## src/rtl/seven_seg_pkg.sv

```systemverilog
// Shared 7-segment constants (active-low, bits 6:0 = g..a) and the capture FSM state type.
// Also used by the hex-to-segment encoder.
package seven_seg_pkg;

  localparam int unsigned DP_BIT = 7;
  localparam logic [6:0] SEG_BLANK = 7'h7F;

  // Index i holds the pattern that displays hex digit i.
  localparam logic [15:0][6:0] SEG_CODE = {
    7'h0E, 7'h06, 7'h21, 7'h46, 7'h03, 7'h08, 7'h10, 7'h00,
    7'h78, 7'h02, 7'h12, 7'h19, 7'h30, 7'h24, 7'h79, 7'h40
  };

  typedef enum logic [1:0] {
    StIdle,
    StTrack,
    StLocked
  } cap_state_e;

  function automatic int unsigned idx_width(int unsigned n);
    return (n > 1) ? $clog2(n) : 1;
  endfunction

endpackage

```

## src/rtl/seven_seg_capture_if.sv

```systemverilog
// Scanned display bus into the capture block and its update strobe back out.
// master = display driver / observer side, slave = seven_seg_capture.
interface seven_seg_capture_if
  import seven_seg_pkg::*;
#(
  parameter int unsigned NUM_DIGITS = 4
);
  localparam int unsigned IdxW = idx_width(NUM_DIGITS);

  logic [7:0]            seg_in;
  logic [NUM_DIGITS-1:0] dig_sel_n;
  logic                  upd_valid;
  logic [IdxW-1:0]       upd_idx;
  logic [3:0]            upd_val;
  logic                  upd_err;

  modport master (
    output seg_in, dig_sel_n,
    input  upd_valid, upd_idx, upd_val, upd_err
  );

  modport slave (
    input  seg_in, dig_sel_n,
    output upd_valid, upd_idx, upd_val, upd_err
  );

endinterface

```

## src/rtl/seven_seg_pattern_decode.sv

```systemverilog
// Combinational 7-bit segment pattern -> {legal, blank, nibble}.
// With SEVEN_SEG_CAPTURE_BLANK_EN defined, the all-off pattern decodes as a legal blank.
module seven_seg_pattern_decode
  import seven_seg_pkg::*;
(
  input  logic [6:0] pattern_i,
  output logic       legal_o,
  output logic       blank_o,
  output logic [3:0] nibble_o
);

  always_comb begin
    legal_o  = 1'b0;
    blank_o  = 1'b0;
    nibble_o = 4'h0;
    for (int i = 0; i < 16; i++) begin
      if (pattern_i == SEG_CODE[i]) begin
        legal_o  = 1'b1;
        nibble_o = 4'(i);
      end
    end
`ifdef SEVEN_SEG_CAPTURE_BLANK_EN
    if (pattern_i == SEG_BLANK) begin
      legal_o = 1'b1;
      blank_o = 1'b1;
    end
`endif
  end

endmodule

```

## src/rtl/seven_seg_capture.sv

```systemverilog
// Samples a multiplexed active-low 7-segment bus, waits for stability, decodes each digit
// into a register file and strobes each capture. Optional blank support: SEVEN_SEG_CAPTURE_BLANK_EN.
module seven_seg_capture
  import seven_seg_pkg::*;
#(
  parameter int unsigned NUM_DIGITS    = 4,
  parameter int unsigned STABLE_CYCLES = 8
) (
  input  logic                    clk,
  input  logic                    rst_n,
  seven_seg_capture_if.slave      bus,
  input  logic                    clr_err,
  output logic [4*NUM_DIGITS-1:0] digit_vals,
  output logic [NUM_DIGITS-1:0]   digit_valid,
  output logic [NUM_DIGITS-1:0]   digit_dp,
`ifdef SEVEN_SEG_CAPTURE_BLANK_EN
  output logic [NUM_DIGITS-1:0]   digit_blank,
`endif
  output logic                    err_sticky
);

  localparam int unsigned IdxW  = idx_width(NUM_DIGITS);
  localparam int unsigned CntW  = $clog2(STABLE_CYCLES + 1);
  localparam int unsigned CandW = NUM_DIGITS + 8;

  logic [7:0]            seg_q, seg_d;
  logic [NUM_DIGITS-1:0] sel_q, sel_d;
  logic [CandW-1:0]      prev_q, prev_d;
  logic [CandW-1:0]      cand;
  cap_state_e            state_q, state_d;
  logic [CntW-1:0]       cnt_q, cnt_d;

  logic [4*NUM_DIGITS-1:0] vals_q, vals_d;
  logic [NUM_DIGITS-1:0]   valid_q, valid_d;
  logic [NUM_DIGITS-1:0]   dp_q, dp_d;
`ifdef SEVEN_SEG_CAPTURE_BLANK_EN
  logic [NUM_DIGITS-1:0]   blank_q, blank_d;
`endif
  logic                    err_q, err_d;
  logic                    upd_valid_q, upd_valid_d;
  logic [IdxW-1:0]         upd_idx_q, upd_idx_d;
  logic [3:0]              upd_val_q, upd_val_d;
  logic                    upd_err_q, upd_err_d;

  logic                    sel_legal;
  logic [IdxW-1:0]         sel_idx;
  int unsigned             sel_zeros;
  logic                    capture;
  logic                    dec_legal;
  logic                    dec_blank;
  logic [3:0]              dec_nibble;

  assign seg_d  = bus.seg_in;
  assign sel_d  = bus.dig_sel_n;
  assign cand   = {sel_q, seg_q};
  assign prev_d = cand;

  seven_seg_pattern_decode u_decode (
    .pattern_i (seg_q[6:0]),
    .legal_o   (dec_legal),
    .blank_o   (dec_blank),
    .nibble_o  (dec_nibble)
  );

  // Legal select: exactly one active-low enable asserted.
  always_comb begin
    sel_zeros = 0;
    sel_idx   = '0;
    for (int i = 0; i < NUM_DIGITS; i++) begin
      if (!sel_q[i]) begin
        sel_zeros = sel_zeros + 1;
        sel_idx   = IdxW'(i);
      end
    end
    sel_legal = (sel_zeros == 1);
  end

  always_comb begin
    state_d = state_q;
    cnt_d   = cnt_q;
    capture = 1'b0;
    if (!sel_legal) begin
      state_d = StIdle;
      cnt_d   = '0;
    end else if (state_q == StIdle || cand != prev_q) begin
      state_d = StTrack;
      cnt_d   = CntW'(1);
    end else if (state_q == StTrack) begin
      cnt_d = cnt_q + CntW'(1);
    end
    // LOCKED with an unchanged candidate falls through: count saturates, no re-capture.
    if (state_d == StTrack && cnt_d == CntW'(STABLE_CYCLES)) begin
      capture = 1'b1;
      state_d = StLocked;
    end
  end

  always_comb begin
    vals_d      = vals_q;
    valid_d     = valid_q;
    dp_d        = dp_q;
`ifdef SEVEN_SEG_CAPTURE_BLANK_EN
    blank_d     = blank_q;
`endif
    upd_valid_d = 1'b0;
    upd_idx_d   = upd_idx_q;
    upd_val_d   = upd_val_q;
    upd_err_d   = upd_err_q;
    err_d       = err_q;
    if (capture) begin
      upd_valid_d   = 1'b1;
      upd_idx_d     = sel_idx;
      upd_val_d     = dec_legal ? dec_nibble : 4'h0;
      upd_err_d     = !dec_legal;
      dp_d[sel_idx] = ~seg_q[DP_BIT];
      if (dec_legal && !dec_blank) begin
        vals_d[{sel_idx, 2'b00} +: 4] = dec_nibble;
        valid_d[sel_idx]              = 1'b1;
`ifdef SEVEN_SEG_CAPTURE_BLANK_EN
        blank_d[sel_idx]              = 1'b0;
`endif
      end else if (dec_legal) begin
        valid_d[sel_idx] = 1'b1;
`ifdef SEVEN_SEG_CAPTURE_BLANK_EN
        blank_d[sel_idx] = 1'b1;
`endif
      end else begin
        valid_d[sel_idx] = 1'b0;
      end
    end
    // An illegal capture outranks a simultaneous clear.
    if (capture && !dec_legal) begin
      err_d = 1'b1;
    end else if (clr_err) begin
      err_d = 1'b0;
    end
  end

  always_ff @(posedge clk) begin
    if (!rst_n) begin
      seg_q       <= '1;
      sel_q       <= '1;
      prev_q      <= '1;
      state_q     <= StIdle;
      cnt_q       <= '0;
      vals_q      <= '0;
      valid_q     <= '0;
      dp_q        <= '0;
`ifdef SEVEN_SEG_CAPTURE_BLANK_EN
      blank_q     <= '0;
`endif
      err_q       <= 1'b0;
      upd_valid_q <= 1'b0;
      upd_idx_q   <= '0;
      upd_val_q   <= '0;
      upd_err_q   <= 1'b0;
    end else begin
      seg_q       <= seg_d;
      sel_q       <= sel_d;
      prev_q      <= prev_d;
      state_q     <= state_d;
      cnt_q       <= cnt_d;
      vals_q      <= vals_d;
      valid_q     <= valid_d;
      dp_q        <= dp_d;
`ifdef SEVEN_SEG_CAPTURE_BLANK_EN
      blank_q     <= blank_d;
`endif
      err_q       <= err_d;
      upd_valid_q <= upd_valid_d;
      upd_idx_q   <= upd_idx_d;
      upd_val_q   <= upd_val_d;
      upd_err_q   <= upd_err_d;
    end
  end

  assign digit_vals    = vals_q;
  assign digit_valid   = valid_q;
  assign digit_dp      = dp_q;
`ifdef SEVEN_SEG_CAPTURE_BLANK_EN
  assign digit_blank   = blank_q;
`endif
  assign err_sticky    = err_q;
  assign bus.upd_valid = upd_valid_q;
  assign bus.upd_idx   = upd_idx_q;
  assign bus.upd_val   = upd_val_q;
  assign bus.upd_err   = upd_err_q;

endmodule
```

## src/flat_wrapper.sv

```systemverilog
// flat-port wrapper written by rule: the top's interface ports become plain ports
module seven_seg_capture_flat import seven_seg_pkg::*;
#(
  parameter int unsigned NUM_DIGITS    = 4,
  parameter int unsigned STABLE_CYCLES = 8
)
  (clk, rst_n, clr_err, digit_vals, digit_valid, digit_dp, err_sticky, bus_seg_in, bus_dig_sel_n, bus_upd_valid, bus_upd_idx, bus_upd_val, bus_upd_err);
  seven_seg_capture_if #(.NUM_DIGITS(NUM_DIGITS)) bus_i ();
  input  logic clk;
  input  logic rst_n;
  input  logic clr_err;
  output logic [4*NUM_DIGITS-1:0] digit_vals;
  output logic [NUM_DIGITS-1:0] digit_valid;
  output logic [NUM_DIGITS-1:0] digit_dp;
  output logic err_sticky;
  input wire logic [$bits(bus_i.seg_in)-1:0] bus_seg_in;
  input wire logic [$bits(bus_i.dig_sel_n)-1:0] bus_dig_sel_n;
  output wire logic [$bits(bus_i.upd_valid)-1:0] bus_upd_valid;
  output wire logic [$bits(bus_i.upd_idx)-1:0] bus_upd_idx;
  output wire logic [$bits(bus_i.upd_val)-1:0] bus_upd_val;
  output wire logic [$bits(bus_i.upd_err)-1:0] bus_upd_err;
  assign bus_i.seg_in = bus_seg_in;
  assign bus_i.dig_sel_n = bus_dig_sel_n;
  assign bus_upd_valid = bus_i.upd_valid;
  assign bus_upd_idx = bus_i.upd_idx;
  assign bus_upd_val = bus_i.upd_val;
  assign bus_upd_err = bus_i.upd_err;
  seven_seg_capture #(.NUM_DIGITS(NUM_DIGITS), .STABLE_CYCLES(STABLE_CYCLES)) u_core (.clk(clk), .rst_n(rst_n), .bus(bus_i), .clr_err(clr_err), .digit_vals(digit_vals), .digit_valid(digit_valid), .digit_dp(digit_dp), .err_sticky(err_sticky));
endmodule
```

## config.mk

```make
export PLATFORM = sky130hd
export DESIGN_NAME = seven_seg_capture_flat
export DESIGN_NICKNAME = d
export VERILOG_FILES = /design/src/rtl/seven_seg_pkg.sv /design/src/rtl/seven_seg_capture_if.sv /design/src/rtl/seven_seg_pattern_decode.sv /design/src/rtl/seven_seg_capture.sv /design/src/flat_wrapper.sv
export SDC_FILE = /design/constraint.sdc
export NUM_CORES = 1
export LEC_CHECK = 0
export CAP_MARGIN = 20
export CORE_MARGIN = 1.5
export CORE_UTILIZATION = 34
export DETAILED_ROUTE_END_ITERATION = 12
export HOLD_SLACK_MARGIN = 0.15
export PLACE_DENSITY_LB_ADDON = 0.1
export SETUP_SLACK_MARGIN = 0.4
export SLEW_MARGIN = 30
export SYNTH_ARGS = -nofsm -noshare
export SYNTH_HDL_FRONTEND = slang
export SYNTH_SLANG_ARGS = --single-unit
export TNS_END_PERCENT = 5
```

## constraint.sdc

```tcl
create_clock -name clk -period 2.5 [get_ports clk]
set_input_delay 0.375 -clock clk [delete_from_list [all_inputs] [get_ports clk]]
set_output_delay 0.375 -clock clk [all_outputs]
set_load 0.01 [all_outputs]
```

==> flow_summary.json <==
{
  "tritoncts": "built",
  "hold_viol": 0,
  "antenna_left": 0,
  "fin_util_pct": 46.4,
  "clockBufferDepth": 2,
  "htreeDepth": 3,
  "status": "complete, no violations",
  "r2r_cells": 10,
  "synth.area.top_cells": "dfxtp_1 (44%), nand2b_1 (6.6%), xnor2_1 (5.2%)",
  "min_path_cells": 2,
  "p_leak_nw": 1.41,
  "final_area_sq_um": 3770,
  "dr_total_vias": 2292,
  "critPathBufInv": 1,
  "reg2reg_setup_slack_ps": 80,
  "syn_nets": 329,
  "cp_slowest_cell": "or3b_4",
  "hold_path_class": "reg2reg",
  "port_buffers": 47,
  "synth-main-ff-cell": "dfxtp_1",
  "syn_area_per_cell_sq_um": 9.15,
  "fmax_ghz": 0.413,
  "root_buffer": "clkbuf_8",
  "cts.sinks": 63,
  "gp_congestion": 0.774,
  "wl_per_cell_um": 13.9,
  "crit_fanout": 4,
  "fin_cells": 476,
  "wl_met2_um": 3110,
  "via_per_inst": 4.82,
  "drv_slew": 0,
  "placed_area_sq_um": 3470,
  "synth_edf_count": 0,
  "maxCapViolations": 0,
  "combPwrFrac_pct": 8.6,
  "drtIter0Drc": 79,
  "period_minus_slack_ps": 2420,
  "fin_nets": 386,
  "routed.top_layer": "met4",
  "clock_skew_ps": 8.68,
  "drt-total-wl_um": 6640,
  "critPathCaptureType": "flop",
  "start_util_pct": 34.9,
  "tightestPinTransition_ps": 542,
  "grt_max_degree": 53,
  "finalSetupTns_ps": 0,
  "worstPathArrival_ps": 2640,
  "hold_ws_ps": 460,
  "numCtsBuffers": 9,
  "wl_met3_um": 251,
  "async_flop_share_pct": 0,
  "min_period_over_period_pct": 96.8,
  "antenna_found_initial": 0,
  "crit_cells": 10,
  "seq_area_frac_synth_pct": 44.4,
  "synth_area_sq_um": 2840,
  "rsz0062_at_grt": "yes",
  "synth_cell_types": 49,
  "grt_pass1_vias": 2220,
  "antennaDiodeCount": 0,
  "p_int_w": 0.00170,
  "critPathTopFamily": "simple AND/OR/NAND/NOR gates",
  "dp_hpwl_um": 4570,
  "dp_cells": 456,
  "critPathMaxStageDelay_ps": 420,
  "firstDrtPassIters": 4,
  "p_clk_share_pct": 43.3,
  "num_rows": 33,
  "synth_seq_cells": 63,
  "synth_warnings": 0,
  "p_sw_w": 0.000494,
  "vdd_drop_max_v": 0.000279,
  "die_h_um": 94.4,
  "die_area_sq_um": 8900,
  "core_sq_um": 8130,
  "drive_gt1_share_pct": 14.6,
  "die_w_um": 94.4,
  "insertion_delay_ps": 340,
  "seqPwrFrac_pct": 48.1,
  "grt_use_total_pct": 16.1,
  "finalSetupViolations": 0,
  "switching_share_pct": 22.5,
  "crit_required_ps": 2720,
  "critPathKind": "reg2reg",
  "grt_overflow": 0,
  "final_cell_mix": "dfxtp_1 (61), clkdlybuf4s50_1 (46), nand2_1 (30), nand2b_1 (30)",
  "grt_pass1_wl_um": 11000,
  "synth_top_area_share_pct": 44.4,
  "powerDensity_nw_per_um2": 582,
  "crit_chain": "inv_2 -> ha_4 -> xnor2_2 -> ha_1 -> nor3_1 -> a31oi_1 -> a211oi_2 -> and3_4 -> or3b_4 -> o2bb2ai_1",
  "synth_largest_area_cell": "dfxtp_1",
  "area_growth_pct": 33.0,
  "startpoint_type": "flop",
  "pin_count": 48,
  "slew_headroom_pct": 63.9,
  "syn_inst": 310,
  "final_common_cell": "dfxtp_1",
  "clk_pin_slew_ps": 60,
  "drc_errors": 0,
  "wl_met1_um": 3200
}
[synth_stat cells (2+ instances only)]
cell and number:
dfxtp_1 63, nand2_1 30, nand2b_1 30, nor2_1 21, xnor2_1 17, clkbuf_1 14
mux2i_1 13, a21oi_1 8, o21ai_0 8, nand4_1 7, and2_1 6, inv_1 6
o211ai_1 6, buf_2 5, nand3_1 5, nor2b_1 5, a311oi_1 4, ha_1 4
nor4_1 4, o211a_1 4, a211oi_1 3, nand3b_1 3, o21a_1 3, o22ai_1 3
xor2_1 3, a21o_1 2, a22o_1 2, a31oi_1 2, and3_1 2, and4_1 2
buf_1 2, buf_6 2, nor3_1 2, nor3b_1 2, o2bb2ai_1 2, or2_2 2
[cells by family after synthesis]
kind of cell	share of synthesized area, %
simple gates	25.3
buf+inv	4.59
xor+xnor	6.17
mux	4.59
compound gates	13.1
fa+ha+maj	1.76
flops	44.4
[state kept, by name (all words and copies together), names as in the netlist, named ones only]
name / cells
u_core.bus.upd_err: 1
u_core.bus.upd_idx: 2
u_core.bus.upd_val: 4
u_core.bus.upd_valid: 1
u_core.cnt_q: 4
u_core.digit_dp: 4
u_core.digit_vals: 16
u_core.err_sticky: 1
u_core.prev_q: 12
u_core.seg_q: 8
u_core.sel_q: 4
u_core.state_q: 2
[what timing repair did]
action,CTS,global route
setup endpoints to repair,34,39
buffers inserted,3,2
hold buffers,0,0
gates cloned,0,0
endpoints found under the hold margin,0,0
gates resized for setup,5,9
pin swaps,2,4
[cell type report]
class	instances	area (sq um)
Sequential cell	63	1260
Clock inverter	4	70.1
Tap cell	105	131
Multi-Input combinational cell	218	1500
Inverter	6	22.5
Fill cell	780	4360
Timing Repair Buffer	69	646
Clock buffer	11	141
[path summary, 6_finish.rpt]
check	start	to
min reg2reg	u_core.digit_vals[9]	u_core.digit_vals[9]
max reg2reg	u_core.sel_q[0]	u_core.digit_vals[14]
min	u_core.digit_vals[9]	u_core.digit_vals[9]
max	u_core.sel_q[0]	u_core.digit_vals[14]
[worst min-delay path, cell delays in order (launching register included)]
cell and delay (ps):
dfxtp_1 310, nand2_1 50, mux2i_1 50
[through the flow]
| step | setup slack (ps) | total power [W] |
|---|---|---|
| finish | 79.9 | 0.00220 |
| global route | -96.7 | 0.00230 |
| CTS | 89.2 | 0.00222 |
| detailed placement | -32.3 | 0.00126 |
| global placement | 42.4 | 0.00126 |
| floorplan | -51.3 | 0.00120 |
[routing by layer]
metal | global-route usage, % | vias to the layer above
met3 | 4.91 | 6
met2 | 24.8 | 43
met4 | 5.22 | 0
met1 | 21.5 | 1053
li1 | - | 1190
met5 | 0 | -
[power by group through the flow]
stage,logic (W),registers [W],clock network [W]
2_1_floorplan,0.000137,0.00106,0
3_3_place_gp,0.000179,0.00108,0
3_5_place_dp,0.000180,0.00108,0
4_1_cts,0.000185,0.00106,0.000982
5_1_grt,0.000209,0.00106,0.00103
6_report,0.000188,0.00106,0.000951
No activity file was read; power rests on OpenSTA's default activity.
